==> config.mk <==
export PLATFORM = sky130hd
export DESIGN_NAME = rv32i_gcd_job_ctrl_flat
export DESIGN_NICKNAME = d
export VERILOG_FILES = /design/src/rtl/rv32i_gcd_job_ctrl_if.sv /design/src/rtl/rv32i_gcd_job_ctrl.sv /design/src/flat_wrapper.sv
export SDC_FILE = /design/constraint.sdc
export NUM_CORES = 1
export LEC_CHECK = 0
export ABC_AREA = 0
export CORE_ASPECT_RATIO = 1.5
export CORE_UTILIZATION = 50
export CTS_CLUSTER_DIAMETER = 100
export DETAILED_ROUTE_END_ITERATION = 12
export GPL_TIMING_DRIVEN = 0
export PLACE_DENSITY = 0.83
export SETUP_SLACK_MARGIN = 0.1
export SYNTH_ARGS = -nofsm -noshare
export SYNTH_HDL_FRONTEND = slang
export SYNTH_SLANG_ARGS = --single-unit
==> constraint.sdc <==
create_clock -name clk -period 10 [get_ports clk]
set_clock_uncertainty 0.1 [all_clocks]
set_input_delay 2.5 -clock clk [delete_from_list [all_inputs] [get_ports clk]]
set_output_delay 2.5 -clock clk [all_outputs]
set_load 0.005 [all_outputs]
==> src/rtl/rv32i_gcd_job_ctrl_if.sv <==
// Host-side request/response channel of the rv32i GCD job sequencer.
// master: host (drives requests, consumes responses); slave: controller.
interface rv32i_gcd_job_ctrl_if;
  logic        req_valid;
  logic        req_ready;
  logic [31:0] req_a;
  logic [31:0] req_b;
  logic        rsp_valid;
  logic        rsp_ready;
  logic [31:0] rsp_result;
  logic        rsp_timeout;

  modport master (
    output req_valid, req_a, req_b, rsp_ready,
    input  req_ready, rsp_valid, rsp_result, rsp_timeout
  );

  modport slave (
    input  req_valid, req_a, req_b, rsp_ready,
    output req_ready, rsp_valid, rsp_result, rsp_timeout
  );
endinterface

==> src/rtl/rv32i_gcd_job_ctrl.sv <==
// Job sequencer in front of the rv32i GCD core. Keeps the core in reset while idle, loads an
// operand pair, pulses calc_start, then watches the result until it settles (or times out) and
// hands it back on the response channel. Zero operands are answered directly.
// Optional feature macro: RV32I_GCD_PERF_EN adds the perf_cycles latency output.
module rv32i_gcd_job_ctrl #(
  parameter int unsigned RST_CYCLES     = 4,
  parameter int unsigned STABLE_CYCLES  = 8,
  parameter int unsigned TIMEOUT_CYCLES = 100000,
  parameter int unsigned CNT_W          = 32
) (
  input  logic                 clk,
  input  logic                 rst,
  rv32i_gcd_job_ctrl_if.slave  host,
  output logic                 busy,
  output logic                 core_rst_n,
  output logic                 core_calc_start,
  output logic [31:0]          core_gcd_a,
  output logic [31:0]          core_gcd_b,
  input  logic [31:0]          core_gcd_result
`ifdef RV32I_GCD_PERF_EN
  ,
  output logic [CNT_W-1:0]     perf_cycles
`endif
);

  localparam logic [CNT_W-1:0] RstLast    = CNT_W'(RST_CYCLES - 1);
  localparam logic [CNT_W-1:0] StableLim  = CNT_W'(STABLE_CYCLES);
  localparam logic [CNT_W-1:0] TimeoutLim = CNT_W'(TIMEOUT_CYCLES);

  typedef enum logic [2:0] {StIdle, StCoreRst, StStart, StRun, StResp} state_e;

  state_e            state_q, state_d;
  logic [CNT_W-1:0]  cnt_q, cnt_d;        // CORE_RST length, then RUN length
  logic [CNT_W-1:0]  stable_q, stable_d;
  logic [31:0]       prev_q, prev_d;
  logic [31:0]       a_q, a_d, b_q, b_d;
  logic [31:0]       result_q, result_d;
  logic              timeout_q, timeout_d;
  logic              req_ready_c, rsp_valid_c;
  logic              core_rst_n_c, calc_start_c;

  function automatic logic [CNT_W-1:0] sat_inc(input logic [CNT_W-1:0] v);
    return (&v) ? v : v + CNT_W'(1);
  endfunction

  // State and datapath registers.
  always_ff @(posedge clk or posedge rst) begin
    if (rst) begin
      state_q   <= StIdle;
      cnt_q     <= '0;
      stable_q  <= '0;
      prev_q    <= '0;
      a_q       <= '0;
      b_q       <= '0;
      result_q  <= '0;
      timeout_q <= 1'b0;
    end else begin
      state_q   <= state_d;
      cnt_q     <= cnt_d;
      stable_q  <= stable_d;
      prev_q    <= prev_d;
      a_q       <= a_d;
      b_q       <= b_d;
      result_q  <= result_d;
      timeout_q <= timeout_d;
    end
  end

  // Next-state, datapath updates and state-decoded outputs.
  always_comb begin
    state_d      = state_q;
    cnt_d        = cnt_q;
    stable_d     = stable_q;
    prev_d       = prev_q;
    a_d          = a_q;
    b_d          = b_q;
    result_d     = result_q;
    timeout_d    = timeout_q;
    req_ready_c  = 1'b0;
    rsp_valid_c  = 1'b0;
    core_rst_n_c = 1'b0;
    calc_start_c = 1'b0;

    unique case (state_q)
      StIdle: begin
        req_ready_c = 1'b1;
        if (host.req_valid) begin
          a_d = host.req_a;
          b_d = host.req_b;
          if ((host.req_a == 32'd0) || (host.req_b == 32'd0)) begin
            // gcd(0,x) = x: answer without ever releasing the core
            state_d   = StResp;
            result_d  = host.req_a | host.req_b;
            timeout_d = 1'b0;
          end else begin
            state_d = StCoreRst;
            cnt_d   = '0;
          end
        end
      end
      StCoreRst: begin
        if (cnt_q == RstLast) begin
          state_d = StStart;
        end else begin
          cnt_d = sat_inc(cnt_q);
        end
      end
      StStart: begin
        core_rst_n_c = 1'b1;
        calc_start_c = 1'b1;
        state_d      = StRun;
        cnt_d        = '0;
        stable_d     = '0;
        prev_d       = '0;
      end
      StRun: begin
        core_rst_n_c = 1'b1;
        prev_d       = core_gcd_result;
        cnt_d        = sat_inc(cnt_q);
        if ((core_gcd_result != 32'd0) && (core_gcd_result == prev_q)) begin
          stable_d = sat_inc(stable_q);
        end else begin
          stable_d = '0;
        end
        // Settling is checked first so it wins over a coincident timeout.
        if (stable_d >= StableLim) begin
          state_d   = StResp;
          result_d  = core_gcd_result;
          timeout_d = 1'b0;
        end else if (cnt_d >= TimeoutLim) begin
          state_d   = StResp;
          result_d  = core_gcd_result;
          timeout_d = 1'b1;
        end
      end
      StResp: begin
        rsp_valid_c = 1'b1;
        if (host.rsp_ready) begin
          state_d = StIdle;
        end
      end
      default: state_d = StIdle;
    endcase
  end

  assign host.req_ready   = req_ready_c;
  assign host.rsp_valid   = rsp_valid_c;
  assign host.rsp_result  = result_q;
  assign host.rsp_timeout = timeout_q;
  assign busy             = (state_q != StIdle);
  assign core_rst_n       = core_rst_n_c;
  assign core_calc_start  = calc_start_c;
  assign core_gcd_a       = a_q;
  assign core_gcd_b       = b_q;

`ifdef RV32I_GCD_PERF_EN
  logic [CNT_W-1:0] perf_cnt_q, perf_cnt_d;
  logic [CNT_W-1:0] perf_q, perf_d;

  // Latency counter: 1 in the cycle after accept, captured as the rsp_valid rise arrives.
  always_comb begin
    perf_cnt_d = perf_cnt_q;
    perf_d     = perf_q;
    if ((state_q == StIdle) && host.req_valid) begin
      perf_cnt_d = CNT_W'(1);
    end else if ((state_q != StIdle) && (state_q != StResp)) begin
      perf_cnt_d = sat_inc(perf_cnt_q);
    end
    if ((state_d == StResp) && (state_q != StResp)) begin
      perf_d = (state_q == StIdle) ? CNT_W'(1) : sat_inc(perf_cnt_q);
    end
  end

  // Latency counter registers.
  always_ff @(posedge clk or posedge rst) begin
    if (rst) begin
      perf_cnt_q <= '0;
      perf_q     <= '0;
    end else begin
      perf_cnt_q <= perf_cnt_d;
      perf_q     <= perf_d;
    end
  end

  assign perf_cycles = perf_q;
`endif

endmodule

==> src/flat_wrapper.sv <==
// flat-port wrapper written by rule: the top's interface ports become plain ports
module rv32i_gcd_job_ctrl_flat 
#(
  parameter int unsigned RST_CYCLES     = 4,
  parameter int unsigned STABLE_CYCLES  = 8,
  parameter int unsigned TIMEOUT_CYCLES = 100000,
  parameter int unsigned CNT_W          = 32
)
  (clk, rst, busy, core_rst_n, core_calc_start, core_gcd_a, core_gcd_b, core_gcd_result, host_req_valid, host_req_a, host_req_b, host_rsp_ready, host_req_ready, host_rsp_valid, host_rsp_result, host_rsp_timeout);
  rv32i_gcd_job_ctrl_if host_i ();
  input  logic clk;
  input  logic rst;
  output logic busy;
  output logic core_rst_n;
  output logic core_calc_start;
  output logic [31:0] core_gcd_a;
  output logic [31:0] core_gcd_b;
  input  logic [31:0] core_gcd_result;
  input wire logic [$bits(host_i.req_valid)-1:0] host_req_valid;
  input wire logic [$bits(host_i.req_a)-1:0] host_req_a;
  input wire logic [$bits(host_i.req_b)-1:0] host_req_b;
  input wire logic [$bits(host_i.rsp_ready)-1:0] host_rsp_ready;
  output wire logic [$bits(host_i.req_ready)-1:0] host_req_ready;
  output wire logic [$bits(host_i.rsp_valid)-1:0] host_rsp_valid;
  output wire logic [$bits(host_i.rsp_result)-1:0] host_rsp_result;
  output wire logic [$bits(host_i.rsp_timeout)-1:0] host_rsp_timeout;
  assign host_i.req_valid = host_req_valid;
  assign host_i.req_a = host_req_a;
  assign host_i.req_b = host_req_b;
  assign host_i.rsp_ready = host_rsp_ready;
  assign host_req_ready = host_i.req_ready;
  assign host_rsp_valid = host_i.rsp_valid;
  assign host_rsp_result = host_i.rsp_result;
  assign host_rsp_timeout = host_i.rsp_timeout;
  rv32i_gcd_job_ctrl #(.RST_CYCLES(RST_CYCLES), .STABLE_CYCLES(STABLE_CYCLES), .TIMEOUT_CYCLES(TIMEOUT_CYCLES), .CNT_W(CNT_W)) u_core (.clk(clk), .rst(rst), .host(host_i), .busy(busy), .core_rst_n(core_rst_n), .core_calc_start(core_calc_start), .core_gcd_a(core_gcd_a), .core_gcd_b(core_gcd_b), .core_gcd_result(core_gcd_result));
endmodule
Word-level counts from Yosys, hierarchy flattened
Index checks and enable logic that the tools add are counted.
W data, S select, Z words.
{ "op_classes": {"add_sub_neg": 2, "magnitude_cmp": 2, "n_eq_ne": 13, "muxes": 31, "bitwise_logic": 1, "n_reduce_logical": 17} }
{ "op_table": {"columns": ["op", "count"], "rows": [
  ["$mux W32", 11],
  ["$pmux W32 S2", 3],
  ["$pmux W32 S4", 1],
  ["$add A32 B1 Y32 const B", 2],
  ["$logic_not A32 Y1", 2],
  ["$reduce_and A32 Y1", 2],
  ["$eq A32 B2 Y1 const B", 1],
  ["$eq A32 B32 Y1", 1],
  ["$ge A32 B17 Y1 const B", 1],
  ["$ge A32 B4 Y1 const B", 1],
  ["$or A32 B32 Y32", 1],
  ["$reduce_bool A32 Y1", 1],
  ["$mux W3", 6],
  ["$pmux W3 S5", 1],
  ["$reduce_and A4 Y1", 3],
  ["$mux W1", 8],
  ["$ne A2 B2 Y1 const B", 4],
  ["$eq A3 B2 Y1 const B", 2],
  ["$ne A2 B1 Y1 const B", 2],
  ["$reduce_bool A2 Y1", 2],
  ["$reduce_bool A4 Y1", 1],
  ["$eq A3 B1 Y1 const B", 1],
  ["$eq A3 B3 Y1 const B", 1],
  ["$logic_not A3 Y1", 1],
  ["7 further kinds", 7]
]} }
{ "totals": {"ff_bits": 196, "out_inout_bits": 102} }

Depth between registers and ports, before layout
{ "depth": {"depth_word": 7, "mapped_depth": 13, "ltp_nobuf": 10} }

Worst setup path after synthesis
Ideal clock, no wire load.
{ "synth_path": {"path_type": "input -> register", "startpoint": "in core_gcd_result[23]", "endpoint": "reg u_core.result_q[0], in the netlist u_core.host.rsp_result[0]", "setup_ps": 125, "t_arrival_ps": 4250, "path_slack_ps": 5525, "path_stages": 9, "path_cell_list": "xor2_1 nor4_1 nand4_1 nor3_1 nor2_1 a21oi_2 o21ai_4 buf_6 mux2_4"} }
{ "synth_via": {"elab_chain_len": 7} }
{ "synth_lines": {"columns": ["item", "line_no", "text"], "rows": [
  ["from (decl)", "flat_wrapper.sv:18", "input logic [31:0] core_gcd_result;"],
  ["$eq A32 B32 Y1 / $reduce_bool A32 Y1 (equally long branches)", "rv32i_gcd_job_ctrl.sv:120", "if ((core_gcd_result != 32'd0) && (core_gcd_result == prev_q)) begin"],
  ["$logic_and A1 B1 Y1 *", "rv32i_gcd_job_ctrl.sv:120", null],
  ["$mux W32 *", "rv32i_gcd_job_ctrl.sv:120", null],
  ["$mux W32 *", "rv32i_gcd_job_ctrl.sv:84", "unique case (state_q)"],
  ["$ge A32 B4 Y1 *", "rv32i_gcd_job_ctrl.sv:126", "if (stable_d >= StableLim) begin"],
  ["$ne A3 B1 Y1 (no line) / $mux W32 (equally long branches)", null, null],
  ["$reduce_and A4 Y1 (no line) / $pmux W32 S2 (equally long branches)", null, null],
  ["to (signal assigned)", "rv32i_gcd_job_ctrl.sv:64", "result_q <= result_d;"],
  ["to (decl)", "rv32i_gcd_job_ctrl.sv:37", "logic [31:0] result_q, result_d;"]
]} }
Mark *: on every way between the ends. The rest lies on a longest branch, timed or not. The select of a mux whose other input is x is not followed.
A chain may end at the register's enable or synchronous reset.

Worst setup path after layout
{ "layout_path": {"startpoint": "in host_req_b[16]", "endpoint": "reg u_core.cnt_q[11]"} }
{ "layout_via": {"elab_chain_len": 4} }
{ "layout_lines": {"columns": ["item", "line_no", "text"], "rows": [
  ["from (decl)", "flat_wrapper.sv:21", "input wire logic [$bits(host_i.req_b)-1:0] host_req_b;"],
  ["$logic_not A32 Y1", "rv32i_gcd_job_ctrl.sv:90", "if ((host.req_a == 32'd0) || (host.req_b == 32'd0)) begin"],
  ["$logic_or A1 B1 Y1", "rv32i_gcd_job_ctrl.sv:90", null],
  ["$ne A2 B2 Y1 (no line)", null, null],
  ["$reduce_and A4 Y1 (no line)", null, null],
  ["to (signal assigned)", "rv32i_gcd_job_ctrl.sv:59", "cnt_q <= cnt_d;"],
  ["to (decl)", "rv32i_gcd_job_ctrl.sv:33", "logic [CNT_W-1:0] cnt_q, cnt_d;"]
]} }
No other way between the ends.

==> qor.yml <==
violations: "DRC"
cp-start-kind: "primary input"
synth-simple-area-share_pct: 21.2
mostFrequentLayoutCell: "clkdlybuf4s50_1"
post_cts_buffers: 0
port_buffers: 201
dp_slack_ns: 3.87
vias_per_cell: 6.20
drv_cap: 0
layout-drive-gt1-share_pct: 12.8
power_frac_comb_pct: 31.3
crit_required_ns: 10.20
synthArstFlopShare_pct: 100
drv_slew: 0
netSwitchingPower_uw: 751
synthMuxAreaShare_pct: 11.6
wl_per_cell_microns: 21.3
via_count: 10300
status: "complete, but fails checks"
fin_nets: 1482
totalWireLength_microns: 35500
p_seq_share_pct: 42.6
dieArea_sq_mm: 0.0226
vdd_drop_max_v: 0.000210
avgSynthCellArea_sq_um: 9.47
timing.final.crit_share_pct: 59.2
design_power_total_mw: 2.70
first_iter_violations: 820
cts-buffers-inserted: 17
seqCellArea_sq_mm: 0.00490
clock.fmax_ghz: 0.169
die_w_microns: 123
synthFlopType: "dfrtp_1"
ant_nets: 0
cp-end-kind: "flop"
worst_slew_margin_rel_pct: 30.7
num_antenna_cells: 0
power.density_mw_per_mm2: 193
grt_max_degree: 104
synth_top_family_by_area: "simple AND/OR/NAND/NOR gates"
synth_cell_types: 71
synth_edf_count: 0
hold_buffers: 0
grt_pass1_wl_microns: 56100
cts.path.max_buffers: 2
crit_slowest_cell: "buf_1"
num_rows: 66
syn_area_sq_mm: 0.0110
yosysWarningCount: 0
fin_ws_ns: 4.08
syn-num-nets: 1261
synth-compound-area-share_pct: 14.7
tightestPinTransition_ns: 1.01
ioPinCount: 202
insertion_delay_ns: 0.45
ys_seq_area_share_pct: 44.7
cp.arrival_ns: 6.12
die_h_microns: 183
clock_sinks: 196
clkSlewWorstSetupHoldPaths_ns: 0.07
antenna_found_initial: 0
rsz0062_at_grt: "no"
h-tree-depth: 4
internal_power_mw: 1.95
synth_xor_area_share_pct: 3.75
synth_seq_cells: 196
synth-adder-area-share_pct: 0.228
hold_class: "reg -> reg"
root_buffer: "clkbuf_16"
leakage_nw: 5.60
path_cells: "clkdlybuf4s50_1, nor4_1, nand4_1, o22ai_1, nand2_1, o211ai_1, or2_2, clkbuf_1, buf_1, o21ai_0"
sw_frac_of_total_pct: 27.8
start_util_pct: 50.7
area_growth_pct: 27.2
layout_common_cells: "201 x clkdlybuf4s50_1, 196 x nand2_1, 196 x dfrtp_1, 116 x o21ai_0, 69 x mux2_2"
cts_resized: 0
fillCellCount: 1738
globalplace.congestion: 0.953
grt_use_total_pct: 32.7
dp_hpwl_microns: 26400
syn_inst: 1159
p_clk_share_pct: 26.1
criticalPathCategory: "in -> reg"
route.detailed.drc: 2
overflow: 0
min_period_ns: 5.92
multi_input_area_sq_mm: 0.00567
cts_tree: "done"
grt_pass1_vias: 10600
worstPathMaxFanout: 10
cpPeakStageDelay_ns: 0.59
core_area_sq_mm: 0.0216
setup_viol: 0
hold_violations: 0
drtPass1Iterations: 10
-- cells by family (layout without fill, tap and decap cells) --
kind of cell | count (synthesis) | after routing
AND/OR/NAND/NOR | 456 | 456
AO/OA/AOI/OAI | 254 | 254
flip-flops | 196 | 196
multiplexers | 108 | 108
buffers and inverters | 96 | 330
XOR/XNOR | 47 | 47
adder cells (fa/ha/maj) | 2 | 2
-- sequential cells by signal, indices dropped and copies added, names as in the netlist --
signal	flops
u_core.prev_q	32
u_core.core_gcd_b	32
u_core.host.rsp_result	32
u_core.cnt_q	32
u_core.stable_q	32
u_core.host.rsp_timeout	1
u_core.state_q	3
u_core.core_gcd_a	32
-- Yosys cell counts, types with 4 or more instances --
master / count / area, sq um
nand3_1: 31 / 155
or3_1: 5 / 31.3
and3_1: 16 / 100
nor3b_1: 5 / 37.5
nor3_1: 23 / 115
nor4_1: 45 / 282
o41ai_1: 8 / 70.1
a211oi_1: 7 / 52.6
a21oi_1: 28 / 140
xnor2_1: 12 / 105
mux2i_1: 10 / 100
o21ai_0: 116 / 581
clkbuf_1: 62 / 233
nand2_1: 196 / 736
or4_1: 5 / 37.5
nor2_1: 38 / 143
or2_2: 11 / 68.8
nor2b_1: 5 / 31.3
mux2_2: 69 / 777
nand4_1: 37 / 231
mux2_4: 20 / 300
nand2b_1: 4 / 25.0
dfrtp_1: 196 / 4900
xor2_1: 35 / 307
a31oi_1: 26 / 163
inv_1: 12 / 45.0
and2_1: 8 / 50.1
buf_2: 14 / 70.1
o31ai_1: 29 / 218
mux2_1: 9 / 101
and4_1: 10 / 87.6
-- critical path, delay by kind of cell --
family | cells | cell delay (ns)
AND/OR/NAND/NOR | 4 | 1.17
AO/OA/AOI/OAI | 3 | 0.88
buffers and inverters | 3 | 1.57
-- routing by layer --
metal  part of all wire (%)  wire [microns]  up-vias  track usage [%]
met1                     35           12500     4996             34.8
met3                    6.7            2360      151             7.51
met5                      0               0        -                0
met2                     51           18200      475             56.5
met4                    6.9            2450        0             22.3
li1                       -               -     4700                -
-- layout make-up --
class	count	area share [%]
well taps	272	2.44
clock buffers	19	3.17
inverters	12	0.376
clock inverters	13	1.06
repair buffers	202	14.6
flip-flops and latches	196	35.1
plain buffers	84	2.62
multi-input cells	867	40.6
-- per-stage QoR --
| stage | setup TNS [ns] | util, % | cell area (sq um) | std cells | hold slack, ns |
|---|---|---|---|---|---|
| after floorplan | 0 | - | 11000 | 1159 | 0.358 |
| after global placement | -128.96 | 61.6 | 13300 | 1632 | 0.371 |
| after detailed placement | 0 | 61.8 | 13400 | 1633 | 0.376 |
| after CTS | 0 | 64.5 | 14000 | 1665 | 0.393 |
| after global routing | 0 | 64.5 | 14000 | 1665 | 0.406 |
| final | 0 | 64.5 | 14000 | 1665 | 0.387 |
-- power groups by stage --
stage	registers, mW	logic [mW]	clock network (mW)
after floorplan	1.15	0.284	0
final	1.15	0.846	0.704
after global routing	1.17	0.895	0.739
after CTS	1.15	0.848	0.710
after global placement	1.14	0.818	0
after detailed placement	1.15	0.838	0
-- path summary, 6_finish.rpt --
| path | cells after the start | to | slack (ns) | from |
|---|---|---|---|---|
| setup / recovery | 10 | u_core.cnt_q[11] | 4.08 | host_req_b[16] |
| hold / removal | 2 | u_core.prev_q[10] | 0.39 | u_core.prev_q[10] |
| setup reg to reg | 11 | u_core.host.rsp_result[3] | 5.57 | u_core.cnt_q[0] |
| hold reg to reg | 2 | u_core.prev_q[10] | 0.39 | u_core.prev_q[10] |
| max in group asynchronous | 3 | u_core.cnt_q[26] | 6.34 | rst |
| min in group asynchronous | 2 | u_core.stable_q[21] | 2.48 | rst |
No activity file was read; power rests on OpenSTA's default activity.
